==> config.mk <==
export PLATFORM = sky130hd
export DESIGN_NAME = uart_frame_parser_flat
export DESIGN_NICKNAME = d
export VERILOG_FILES = /design/src/rtl/uart_frame_parser_if.sv /design/src/rtl/uart_frame_parser.sv /design/src/flat_wrapper.sv
export SDC_FILE = /design/constraint.sdc
export NUM_CORES = 1
export LEC_CHECK = 0
export ABC_CLOCK_PERIOD_IN_PS = 1840
export BUFFER_PORTS_ARGS = -buffer_cell sky130_fd_sc_hd__buf_2
export CAP_MARGIN = 0
export CELL_PAD_IN_SITES_DETAIL_PLACEMENT = 1
export CELL_PAD_IN_SITES_GLOBAL_PLACEMENT = 2
export CORE_ASPECT_RATIO = 1.25
export CORE_MARGIN = 2
export CORE_UTILIZATION = 30
export DETAILED_ROUTE_END_ITERATION = 16
export GPL_ROUTABILITY_DRIVEN = 0
export HOLD_SLACK_MARGIN = 0.05
export MAX_ROUTING_LAYER = met4
export PLACE_DENSITY_LB_ADDON = 0.1
export SETUP_SLACK_MARGIN = 0.3
export SLEW_MARGIN = 15
export SYNTH_ARGS = -nofsm -noshare
export SYNTH_HDL_FRONTEND = slang
export SYNTH_SLANG_ARGS = --single-unit
==> constraint.sdc <==
create_clock -name sys_clk -period 1.84 [get_ports sys_clk]
set_clock_uncertainty 0.05 [all_clocks]
set_input_delay 0.092 -clock sys_clk [delete_from_list [all_inputs] [get_ports sys_clk]]
set_output_delay 0.092 -clock sys_clk [all_outputs]
set_load 0.05 [all_outputs]
==> src/rtl/uart_frame_parser_if.sv <==
//==============================================================================
// Module : uart_frame_parser_if
// Desc   : Byte-stream input and frame/payload outputs of the UART frame parser.
// Rev    : 1.0 - initial release
//==============================================================================
`default_nettype none

interface uart_frame_parser_if;
  logic [7:0] rx_data;
  logic       rx_done;
  logic       rx_en;
  logic [7:0] cmd_out;
  logic [7:0] len_out;
  logic [7:0] pay_data;
  logic [7:0] pay_idx;
  logic       pay_valid;
  logic       frame_ok;
  logic       frame_err;
  logic [1:0] err_code;

  // master = byte source / result consumer, slave = the parser itself
  modport master (
    output rx_data, rx_done,
    input  rx_en, cmd_out, len_out, pay_data, pay_idx,
    input  pay_valid, frame_ok, frame_err, err_code
  );

  modport slave (
    input  rx_data, rx_done,
    output rx_en, cmd_out, len_out, pay_data, pay_idx,
    output pay_valid, frame_ok, frame_err, err_code
  );
endinterface

`default_nettype wire

==> src/rtl/uart_frame_parser.sv <==
//==============================================================================
// Module : uart_frame_parser
// Desc   : Parses A5|CMD|LEN|PAYLOAD|CSUM frames from a UART byte stream.
// Rev    : 1.0 - initial release
//==============================================================================
`default_nettype none

module uart_frame_parser #(
  parameter logic [7:0] HEADER      = 8'hA5,
  parameter int         MAX_LEN     = 16,
  parameter int         TIMEOUT_CYC = 43400
) (
  input  wire logic          sys_clk,
  input  wire logic          rst_n,
  uart_frame_parser_if.slave bus
);

  localparam int                 c_TIMER_W   = (TIMEOUT_CYC > 2) ? $clog2(TIMEOUT_CYC) : 1;
  localparam logic [c_TIMER_W-1:0] c_TIMER_LAST = c_TIMER_W'(TIMEOUT_CYC - 1);
  localparam logic [7:0]         c_MAX_LEN   = 8'(MAX_LEN);
  localparam logic [1:0]         c_ERR_LEN   = 2'd1;
  localparam logic [1:0]         c_ERR_CSUM  = 2'd2;
  localparam logic [1:0]         c_ERR_TMO   = 2'd3;

  typedef enum logic [2:0] {
    S_HEAD = 3'd0,
    S_CMD  = 3'd1,
    S_LEN  = 3'd2,
    S_DATA = 3'd3,
    S_CSUM = 3'd4
  } state_t;

  state_t               r_state,     w_state_nxt;
  logic [7:0]           r_sum,       w_sum_nxt;
  logic [7:0]           r_idx,       w_idx_nxt;
  logic [c_TIMER_W-1:0] r_timer,     w_timer_nxt;
  logic [7:0]           r_cmd,       w_cmd_nxt;
  logic [7:0]           r_len,       w_len_nxt;
  logic [7:0]           r_pay_data,  w_pay_data_nxt;
  logic [7:0]           r_pay_idx,   w_pay_idx_nxt;
  logic                 r_pay_valid, w_pay_valid_nxt;
  logic                 r_ok,        w_ok_nxt;
  logic                 r_err,       w_err_nxt;
  logic [1:0]           r_err_code,  w_err_code_nxt;
  logic                 r_rx_en;
  logic [7:0]           w_sum_add;

  always_ff @(posedge sys_clk) begin
    if (!rst_n) begin
      r_state     <= S_HEAD;
      r_sum       <= '0;
      r_idx       <= '0;
      r_timer     <= '0;
      r_cmd       <= '0;
      r_len       <= '0;
      r_pay_data  <= '0;
      r_pay_idx   <= '0;
      r_pay_valid <= 1'b0;
      r_ok        <= 1'b0;
      r_err       <= 1'b0;
      r_err_code  <= '0;
      r_rx_en     <= 1'b1;
    end else begin
      r_state     <= w_state_nxt;
      r_sum       <= w_sum_nxt;
      r_idx       <= w_idx_nxt;
      r_timer     <= w_timer_nxt;
      r_cmd       <= w_cmd_nxt;
      r_len       <= w_len_nxt;
      r_pay_data  <= w_pay_data_nxt;
      r_pay_idx   <= w_pay_idx_nxt;
      r_pay_valid <= w_pay_valid_nxt;
      r_ok        <= w_ok_nxt;
      r_err       <= w_err_nxt;
      r_err_code  <= w_err_code_nxt;
      r_rx_en     <= 1'b1;
    end
  end

  always_comb begin
    w_state_nxt     = r_state;
    w_sum_nxt       = r_sum;
    w_idx_nxt       = r_idx;
    w_timer_nxt     = r_timer;
    w_cmd_nxt       = r_cmd;
    w_len_nxt       = r_len;
    w_pay_data_nxt  = r_pay_data;
    w_pay_idx_nxt   = r_pay_idx;
    w_pay_valid_nxt = 1'b0;
    w_ok_nxt        = 1'b0;
    w_err_nxt       = 1'b0;
    w_err_code_nxt  = r_err_code;
    w_sum_add       = r_sum + bus.rx_data;

    // A byte arriving in the expiry cycle takes precedence over the timeout.
    if (r_state == S_HEAD || bus.rx_done) begin
      w_timer_nxt = '0;
    end else if (r_timer == c_TIMER_LAST) begin
      w_timer_nxt    = '0;
      w_state_nxt    = S_HEAD;
      w_err_nxt      = 1'b1;
      w_err_code_nxt = c_ERR_TMO;
    end else begin
      w_timer_nxt = r_timer + 1'b1;
    end

    if (bus.rx_done) begin
      case (r_state)
        S_HEAD: begin
          if (bus.rx_data == HEADER) begin
            w_state_nxt = S_CMD;
            w_sum_nxt   = '0;
          end
        end
        S_CMD: begin
          w_cmd_nxt   = bus.rx_data;
          w_sum_nxt   = w_sum_add;
          w_state_nxt = S_LEN;
        end
        S_LEN: begin
          w_len_nxt = bus.rx_data;
          w_sum_nxt = w_sum_add;
          if (bus.rx_data > c_MAX_LEN) begin
            w_err_nxt      = 1'b1;
            w_err_code_nxt = c_ERR_LEN;
            w_state_nxt    = S_HEAD;
          end else if (bus.rx_data == 8'd0) begin
            w_state_nxt = S_CSUM;
          end else begin
            w_idx_nxt   = '0;
            w_state_nxt = S_DATA;
          end
        end
        S_DATA: begin
          w_pay_data_nxt  = bus.rx_data;
          w_pay_idx_nxt   = r_idx;
          w_pay_valid_nxt = 1'b1;
          w_sum_nxt       = w_sum_add;
          w_idx_nxt       = r_idx + 8'd1;
          if (r_idx == r_len - 8'd1) begin
            w_state_nxt = S_CSUM;
          end
        end
        S_CSUM: begin
          if (bus.rx_data == r_sum) begin
            w_ok_nxt = 1'b1;
          end else begin
            w_err_nxt      = 1'b1;
            w_err_code_nxt = c_ERR_CSUM;
          end
          w_state_nxt = S_HEAD;
        end
        default: begin
          w_state_nxt = S_HEAD;
        end
      endcase
    end
  end

  assign bus.rx_en     = r_rx_en;
  assign bus.cmd_out   = r_cmd;
  assign bus.len_out   = r_len;
  assign bus.pay_data  = r_pay_data;
  assign bus.pay_idx   = r_pay_idx;
  assign bus.pay_valid = r_pay_valid;
  assign bus.frame_ok  = r_ok;
  assign bus.frame_err = r_err;
  assign bus.err_code  = r_err_code;

endmodule

`default_nettype wire

==> src/flat_wrapper.sv <==
// flat-port wrapper written by rule: the top's interface ports become plain ports
module uart_frame_parser_flat 
#(
  parameter logic [7:0] HEADER      = 8'hA5,
  parameter int         MAX_LEN     = 16,
  parameter int         TIMEOUT_CYC = 43400
)
  (sys_clk, rst_n, bus_rx_data, bus_rx_done, bus_rx_en, bus_cmd_out, bus_len_out, bus_pay_data, bus_pay_idx, bus_pay_valid, bus_frame_ok, bus_frame_err, bus_err_code);
  uart_frame_parser_if bus_i ();
  input  wire logic sys_clk;
  input  wire logic rst_n;
  input wire logic [$bits(bus_i.rx_data)-1:0] bus_rx_data;
  input wire logic [$bits(bus_i.rx_done)-1:0] bus_rx_done;
  output wire logic [$bits(bus_i.rx_en)-1:0] bus_rx_en;
  output wire logic [$bits(bus_i.cmd_out)-1:0] bus_cmd_out;
  output wire logic [$bits(bus_i.len_out)-1:0] bus_len_out;
  output wire logic [$bits(bus_i.pay_data)-1:0] bus_pay_data;
  output wire logic [$bits(bus_i.pay_idx)-1:0] bus_pay_idx;
  output wire logic [$bits(bus_i.pay_valid)-1:0] bus_pay_valid;
  output wire logic [$bits(bus_i.frame_ok)-1:0] bus_frame_ok;
  output wire logic [$bits(bus_i.frame_err)-1:0] bus_frame_err;
  output wire logic [$bits(bus_i.err_code)-1:0] bus_err_code;
  assign bus_i.rx_data = bus_rx_data;
  assign bus_i.rx_done = bus_rx_done;
  assign bus_rx_en = bus_i.rx_en;
  assign bus_cmd_out = bus_i.cmd_out;
  assign bus_len_out = bus_i.len_out;
  assign bus_pay_data = bus_i.pay_data;
  assign bus_pay_idx = bus_i.pay_idx;
  assign bus_pay_valid = bus_i.pay_valid;
  assign bus_frame_ok = bus_i.frame_ok;
  assign bus_frame_err = bus_i.frame_err;
  assign bus_err_code = bus_i.err_code;
  uart_frame_parser #(.HEADER(HEADER), .MAX_LEN(MAX_LEN), .TIMEOUT_CYC(TIMEOUT_CYC)) u_core (.sys_clk(sys_clk), .rst_n(rst_n), .bus(bus_i));
endmodule
# ---- Word level (Yosys, flattened, before mapping)
# Cells that the tools add are included.
dict set report classes {
  add_sub_neg 4
  magnitude_cmp 1
  eq_ne 11
  mux 27
  n_bitwise 1
  n_reduce_logical 14
}
# cell n
set op_table {}
lappend op_table {{case mux 8 bit (2 select lines)} 2}
lappend op_table {{2-to-1 mux 8 bit} 3}
lappend op_table {{2-to-1 mux 3 bit} 7}
lappend op_table {{adder 16 x 1 -> 16 bit, second input constant} 1}
lappend op_table {{== test 16 bit, second input constant} 1}
lappend op_table {{== test 8 bit} 2}
lappend op_table {{case mux 3 bit (4 select lines)} 1}
lappend op_table {{2-to-1 mux 2 bit} 5}
lappend op_table {{adder 8 x 1 -> 8 bit, second input constant} 1}
lappend op_table {{adder 8 bit} 1}
lappend op_table {{== test 8 bit, second input constant} 1}
lappend op_table {{greater-than comparator 8 x 5 -> 1 bit, second input constant} 1}
lappend op_table {{logical NOT 8 bit} 1}
lappend op_table {{AND reduction 2 bit} 4}
lappend op_table {{subtractor 8 x 1 -> 8 bit, second input constant} 1}
lappend op_table {{2-to-1 mux 1 bit} 7}
lappend op_table {{== test 3 x 2 -> 1 bit, second input constant} 2}
lappend op_table {{!= test 2 bit, second input constant} 3}
lappend op_table {{AND reduction 3 bit} 2}
lappend op_table {{OR reduction 3 bit} 2}
lappend op_table {{case mux 2 bit (2 select lines)} 1}
lappend op_table {{AND reduction 4 bit} 1}
lappend op_table {{nonzero test 2 bit} 2}
lappend op_table {{== test 3 x 1 -> 1 bit, second input constant} 1}
lappend op_table {{other kinds (5)} 5}
dict set report totals {
  register_bits 72
  in_bits 11
  output_inout_bits 38
  wordCells 70
}

# ---- Logic depth before layout (Yosys ltp)
dict set report logic_depth {
  word_depth 6
  mapped_depth 9
}

# ---- Worst setup path after synthesis
# No wires, ideal clock.
dict set report synth_path {
  path_type {flip-flop to flip-flop}
  startpoint {reg u_core.r_len[0], in the netlist u_core.bus.len_out[0]}
  endpoint {reg u_core.r_state[1]}
  setup_ns 0.122
  arrival_ns 1.940
  slack_ns -0.272
  path_stages_with_launch 9
  n_path_buf 0
  cell_sequence {dfxtp_1 -> inv_1 -> ha_1 -> nor3b_1 -> xnor2_1 -> nand2_1 -> nor4b_1 -> a21o_1 -> o22ai_1}
}
dict set report synth_between {
  elab_chain_len 5
}
# element line_no
set synth_lines {}
lappend synth_lines {{start, declared} uart_frame_parser.sv:38} ;# logic [7:0] r_len, w_len_nxt;
lappend synth_lines {{start signal, assigned} uart_frame_parser.sv:69} ;# r_len <= w_len_nxt;
lappend synth_lines {{subtractor 8 x 1 -> 8 bit} uart_frame_parser.sv:140} ;# if (r_idx == r_len - 8'd1) begin
lappend synth_lines {{== test 8 bit} uart_frame_parser.sv:140}
lappend synth_lines {{2-to-1 mux 3 bit} uart_frame_parser.sv:140}
lappend synth_lines {{case mux 3 bit (4 select lines)} uart_frame_parser.sv:108} ;# case (r_state)
lappend synth_lines {{2-to-1 mux 3 bit} uart_frame_parser.sv:107} ;# if (bus.rx_done) begin
lappend synth_lines {{end signal, assigned} uart_frame_parser.sv:64} ;# r_state <= w_state_nxt;
lappend synth_lines {{end, declared} uart_frame_parser.sv:33} ;# state_t r_state, w_state_nxt;
# Every way passes these cells.
# A chain may end at the register's enable or synchronous reset.

# ---- Final worst setup path
dict set report layout_path {
  startpoint {reg u_core.r_sum[1]}
  endpoint {reg u_core.r_sum[7]}
}
dict set report layout_between {
  elab_chain_len 2
}
# element line_no
set layout_lines {}
lappend layout_lines {{start, declared} uart_frame_parser.sv:34} ;# logic [7:0] r_sum, w_sum_nxt;
lappend layout_lines {{start signal, assigned} uart_frame_parser.sv:65} ;# r_sum <= w_sum_nxt;
lappend layout_lines {{adder 8 bit} uart_frame_parser.sv:93} ;# w_sum_add = r_sum + bus.rx_data;
lappend layout_lines {{case mux 8 bit (2 select lines)} uart_frame_parser.sv:108}
# Every way passes these cells.

==> metrics.json <==
{
  "status": "finished with violations",
  "failed_checks": "setup timing",
  "post_synth_inst_count": 433,
  "cts_buffers": 9,
  "worstSetupEndpointType": "flip-flop",
  "die_w_um": 101,
  "drc": 0,
  "post_synth_num_cell_types": 58,
  "grt_setup_unrepaired": "yes",
  "hold-worst-slack_ns": 0.0906,
  "power.static_leakage_nw": 1.99,
  "synth_enable_flop_cells": 0,
  "htree_num_levels": 3,
  "vdd.ir_drop.worst_mv": 0.365,
  "routed_wirelength_um": 11300,
  "holdCritPathClass": "in2reg",
  "grt_first_pass_wirelength_um": 18300,
  "portBuffers": 47,
  "final_layout_size_suffix_gt1_frac": 0.387,
  "routed-via-count": 3397,
  "place.detailed.hpwl_um": 7940,
  "grt_pass1_vias": 3524,
  "final_antenna_net_count": 0,
  "ys.flop_type": "sky130_fd_sc_hd__dfxtp_1",
  "pin_count": 49,
  "synth_sequential_area_ratio": 0.408,
  "clkLatencyLatePin_ns": 0.34,
  "timing.critical_path.required_ns": 2.01,
  "final_period_minus_worst_setup_slack_ns": 1.95,
  "ys_async_sr_fraction": 0,
  "routed_via_density": 4.97,
  "global_route.usage.total": 0.192,
  "syn_area_um2": 3540,
  "largest_net_degree_at_the_start_of_global_routing": 44,
  "worstPathMaxFanout": 2,
  "fmax_mhz": 514,
  "min_period_over_period": 1.06,
  "yosys_warnings": 0,
  "antenna-diode-count": 0,
  "synth.avg_cell_area_um2": 8.17,
  "grt_antenna_before_repair": 0,
  "clkSinkCount": 72,
  "clock_tree_root_buffer_cell": "sky130_fd_sc_hd__clkbuf_16",
  "timing.final.hold_violations": 0,
  "row_count": 44,
  "clock_pin_slew_worst_setup_and_hold_paths_ns": 0.06,
  "drt-initial-drc-count": 112,
  "finalMaxSlewViolations": 0,
  "clk_path_buf_depth": 2,
  "timing.max_cap.violations": 0,
  "cellPowerDensity_nw_per_um2": 709,
  "core_um2": 11600,
  "die_h_um": 125,
  "grt_overflow_total": 0,
  "drtPass1Iterations": 4,
  "setup.reg_to_reg.worst_slack_ns": -0.11,
  "clock_tree_from_tritoncts": "done",
  "cp-start-kind": "flip-flop",
  "final_critical_path_setup_slack_ns": -0.106,
  "total_power_mw": 3.64,
  "area_overhead_vs_synth_pct": 45.2,
  "mappedNetlistNets": 455,
  "wl_per_cell_um": 16.5,
  "critical_setup_path_class": "reg2reg",
  "final_net_count": 562,
  "worst_ep_arrival_time_ns": 2.12,
  "initial_util": 0.306,
  "setup_viol_count_final": 5,
  "die_outline_area_um2": 12700,
  "synth.ff_latch_count": 72
}
-- final cells by class --
| type | instances | area [µm²] |
|---|---|---|
| Clock buffer | 10 | 239 |
| Clock inverter | 6 | 82.6 |
| Fill cell | 1378 | 6430 |
| Inverter | 18 | 70.1 |
| Multi-Input combinational cell | 323 | 2280 |
| Sequential cell | 72 | 1470 |
| Tap cell | 138 | 173 |
| Timing Repair Buffer | 116 | 818 |
-- critical path, cell delays in order, from the launching register on --
cell                        delay, ns
sky130_fd_sc_hd__dfxtp_2         0.35
sky130_fd_sc_hd__ha_4            0.21
sky130_fd_sc_hd__a21oi_4         0.15
sky130_fd_sc_hd__o211ai_1        0.15
sky130_fd_sc_hd__a2111oi_2       0.41
sky130_fd_sc_hd__nor3_2          0.10
sky130_fd_sc_hd__o2111a_1        0.14
sky130_fd_sc_hd__a311o_1         0.27
-- state kept, by name, indices dropped and copies added, names as in the netlist --
name                  flops
u_core.bus.len_out        8
u_core.bus.pay_idx        8
u_core.r_sum              8
u_core.r_idx              8
u_core.bus.cmd_out        8
u_core.r_state            3
u_core.bus.err_code       2
u_core.bus.frame_err      1
u_core.bus.frame_ok       1
u_core.bus.pay_valid      1
u_core.r_timer           16
u_core.bus.pay_data       8
-- cell usage after synthesis (3+ instances only) --
library cell	number	area (µm²)
sky130_fd_sc_hd__nand2_1	77	289
sky130_fd_sc_hd__dfxtp_1	72	1440
sky130_fd_sc_hd__a21oi_1	46	230
sky130_fd_sc_hd__nor2_1	42	158
sky130_fd_sc_hd__xnor2_1	18	158
sky130_fd_sc_hd__inv_1	17	63.8
sky130_fd_sc_hd__xor2_1	17	149
sky130_fd_sc_hd__nand3_1	13	65.1
sky130_fd_sc_hd__clkbuf_1	12	45.0
sky130_fd_sc_hd__nor3_1	12	60.1
sky130_fd_sc_hd__ha_1	10	125
sky130_fd_sc_hd__o21ai_0	10	50.1
sky130_fd_sc_hd__nand4_1	9	56.3
sky130_fd_sc_hd__buf_2	6	30.0
sky130_fd_sc_hd__a22oi_1	5	37.5
sky130_fd_sc_hd__and3_1	5	31.3
sky130_fd_sc_hd__nor3b_1	4	30.0
sky130_fd_sc_hd__nor4_1	4	25.0
sky130_fd_sc_hd__and4_1	3	26.3
-- layer usage --
layer / wire length [µm] / up-vias / GRT usage
met2: 5780 / 39 / 0.323
met1: 5060 / 1646 / 0.229
met5: 0 / - / -
met3: 240 / 13 / 0.0313
met4: 178 / 0 / 0.0652
li1: - / 1699 / -
-- per-stage QoR --
step | instance area (µm²) | util | TNS (ns) | cells | worst slack [ns]
CTS | 4940 | 0.427 | -0.364 | 679 | -0.108
finish | 5130 | 0.444 | -0.292 | 683 | -0.106
global route | 5130 | 0.444 | -1.57 | 683 | -0.164
global placement | 4350 | 0.376 | -0.230 | 647 | -0.0882
floorplan | 3670 | - | 0 | 433 | 0.0105
detailed placement | 4350 | 0.376 | -0.281 | 647 | -0.142
-- cells by family (layout without fill, tap and decap cells) --
group / count (synthesis) / in the layout / synth area share
AO/OA/AOI/OAI: 79 / 79 / 0.134
buffers and inverters: 38 / 150 / 0.0446
other: 1 / 1 / 0.00106
adder cells (fa/ha/maj): 11 / 11 / 0.0410
flip-flops: 72 / 72 / 0.408
AND/OR/NAND/NOR: 197 / 197 / 0.285
XOR/XNOR: 35 / 35 / 0.0867
-- repair_timing --
action,CTS,global route
endpoints found under the setup margin,68,55
endpoints found under the hold margin,9,0
pin swaps,24,26
hold buffers,4,0
resized for setup,36,36
gates cloned,1,0
setup buffers,11,4
-- placed cells by master, fill, tap and decap left out, types with 6 or more instances in the layout --
master                      count
sky130_fd_sc_hd__nand3_1       12
sky130_fd_sc_hd__nor2_4         6
sky130_fd_sc_hd__dfxtp_1       56
sky130_fd_sc_hd__a21oi_1       40
sky130_fd_sc_hd__xnor2_1       17
sky130_fd_sc_hd__nor2_1        31
sky130_fd_sc_hd__buf_6          6
sky130_fd_sc_hd__ha_1           6
sky130_fd_sc_hd__clkbuf_16      9
sky130_fd_sc_hd__nor3_2         7
sky130_fd_sc_hd__xor2_1        17
sky130_fd_sc_hd__buf_2         47
sky130_fd_sc_hd__inv_1         14
sky130_fd_sc_hd__nand4_1        9
sky130_fd_sc_hd__buf_4         57
sky130_fd_sc_hd__nand2_1       77
sky130_fd_sc_hd__dfxtp_2       13
-- worst paths after layout --
kind                                start                                  to  cells after the start
max          u_core.r_sum[1]$_SDFFE_PN0P_        u_core.r_sum[7]$_SDFFE_PN0P_                      7
max reg2reg  u_core.r_sum[1]$_SDFFE_PN0P_        u_core.r_sum[7]$_SDFFE_PN0P_                      7
min                        bus_rx_data[6]  u_core.bus.len_out[6]$_SDFFE_PN0P_                      3
min reg2reg  u_core.r_timer[0]$_SDFF_PP0_        u_core.r_timer[0]$_SDFF_PP0_                      1
-- power by group --
group	internal, mW	leakage, nW	total, mW	switching [mW]
Combinational	0.0575	1.24	0.163	0.106
Clock	1.22	0.158	1.92	0.703
Sequential	1.55	0.589	1.55	0.000262
Power figures use the tool's default switching activity.
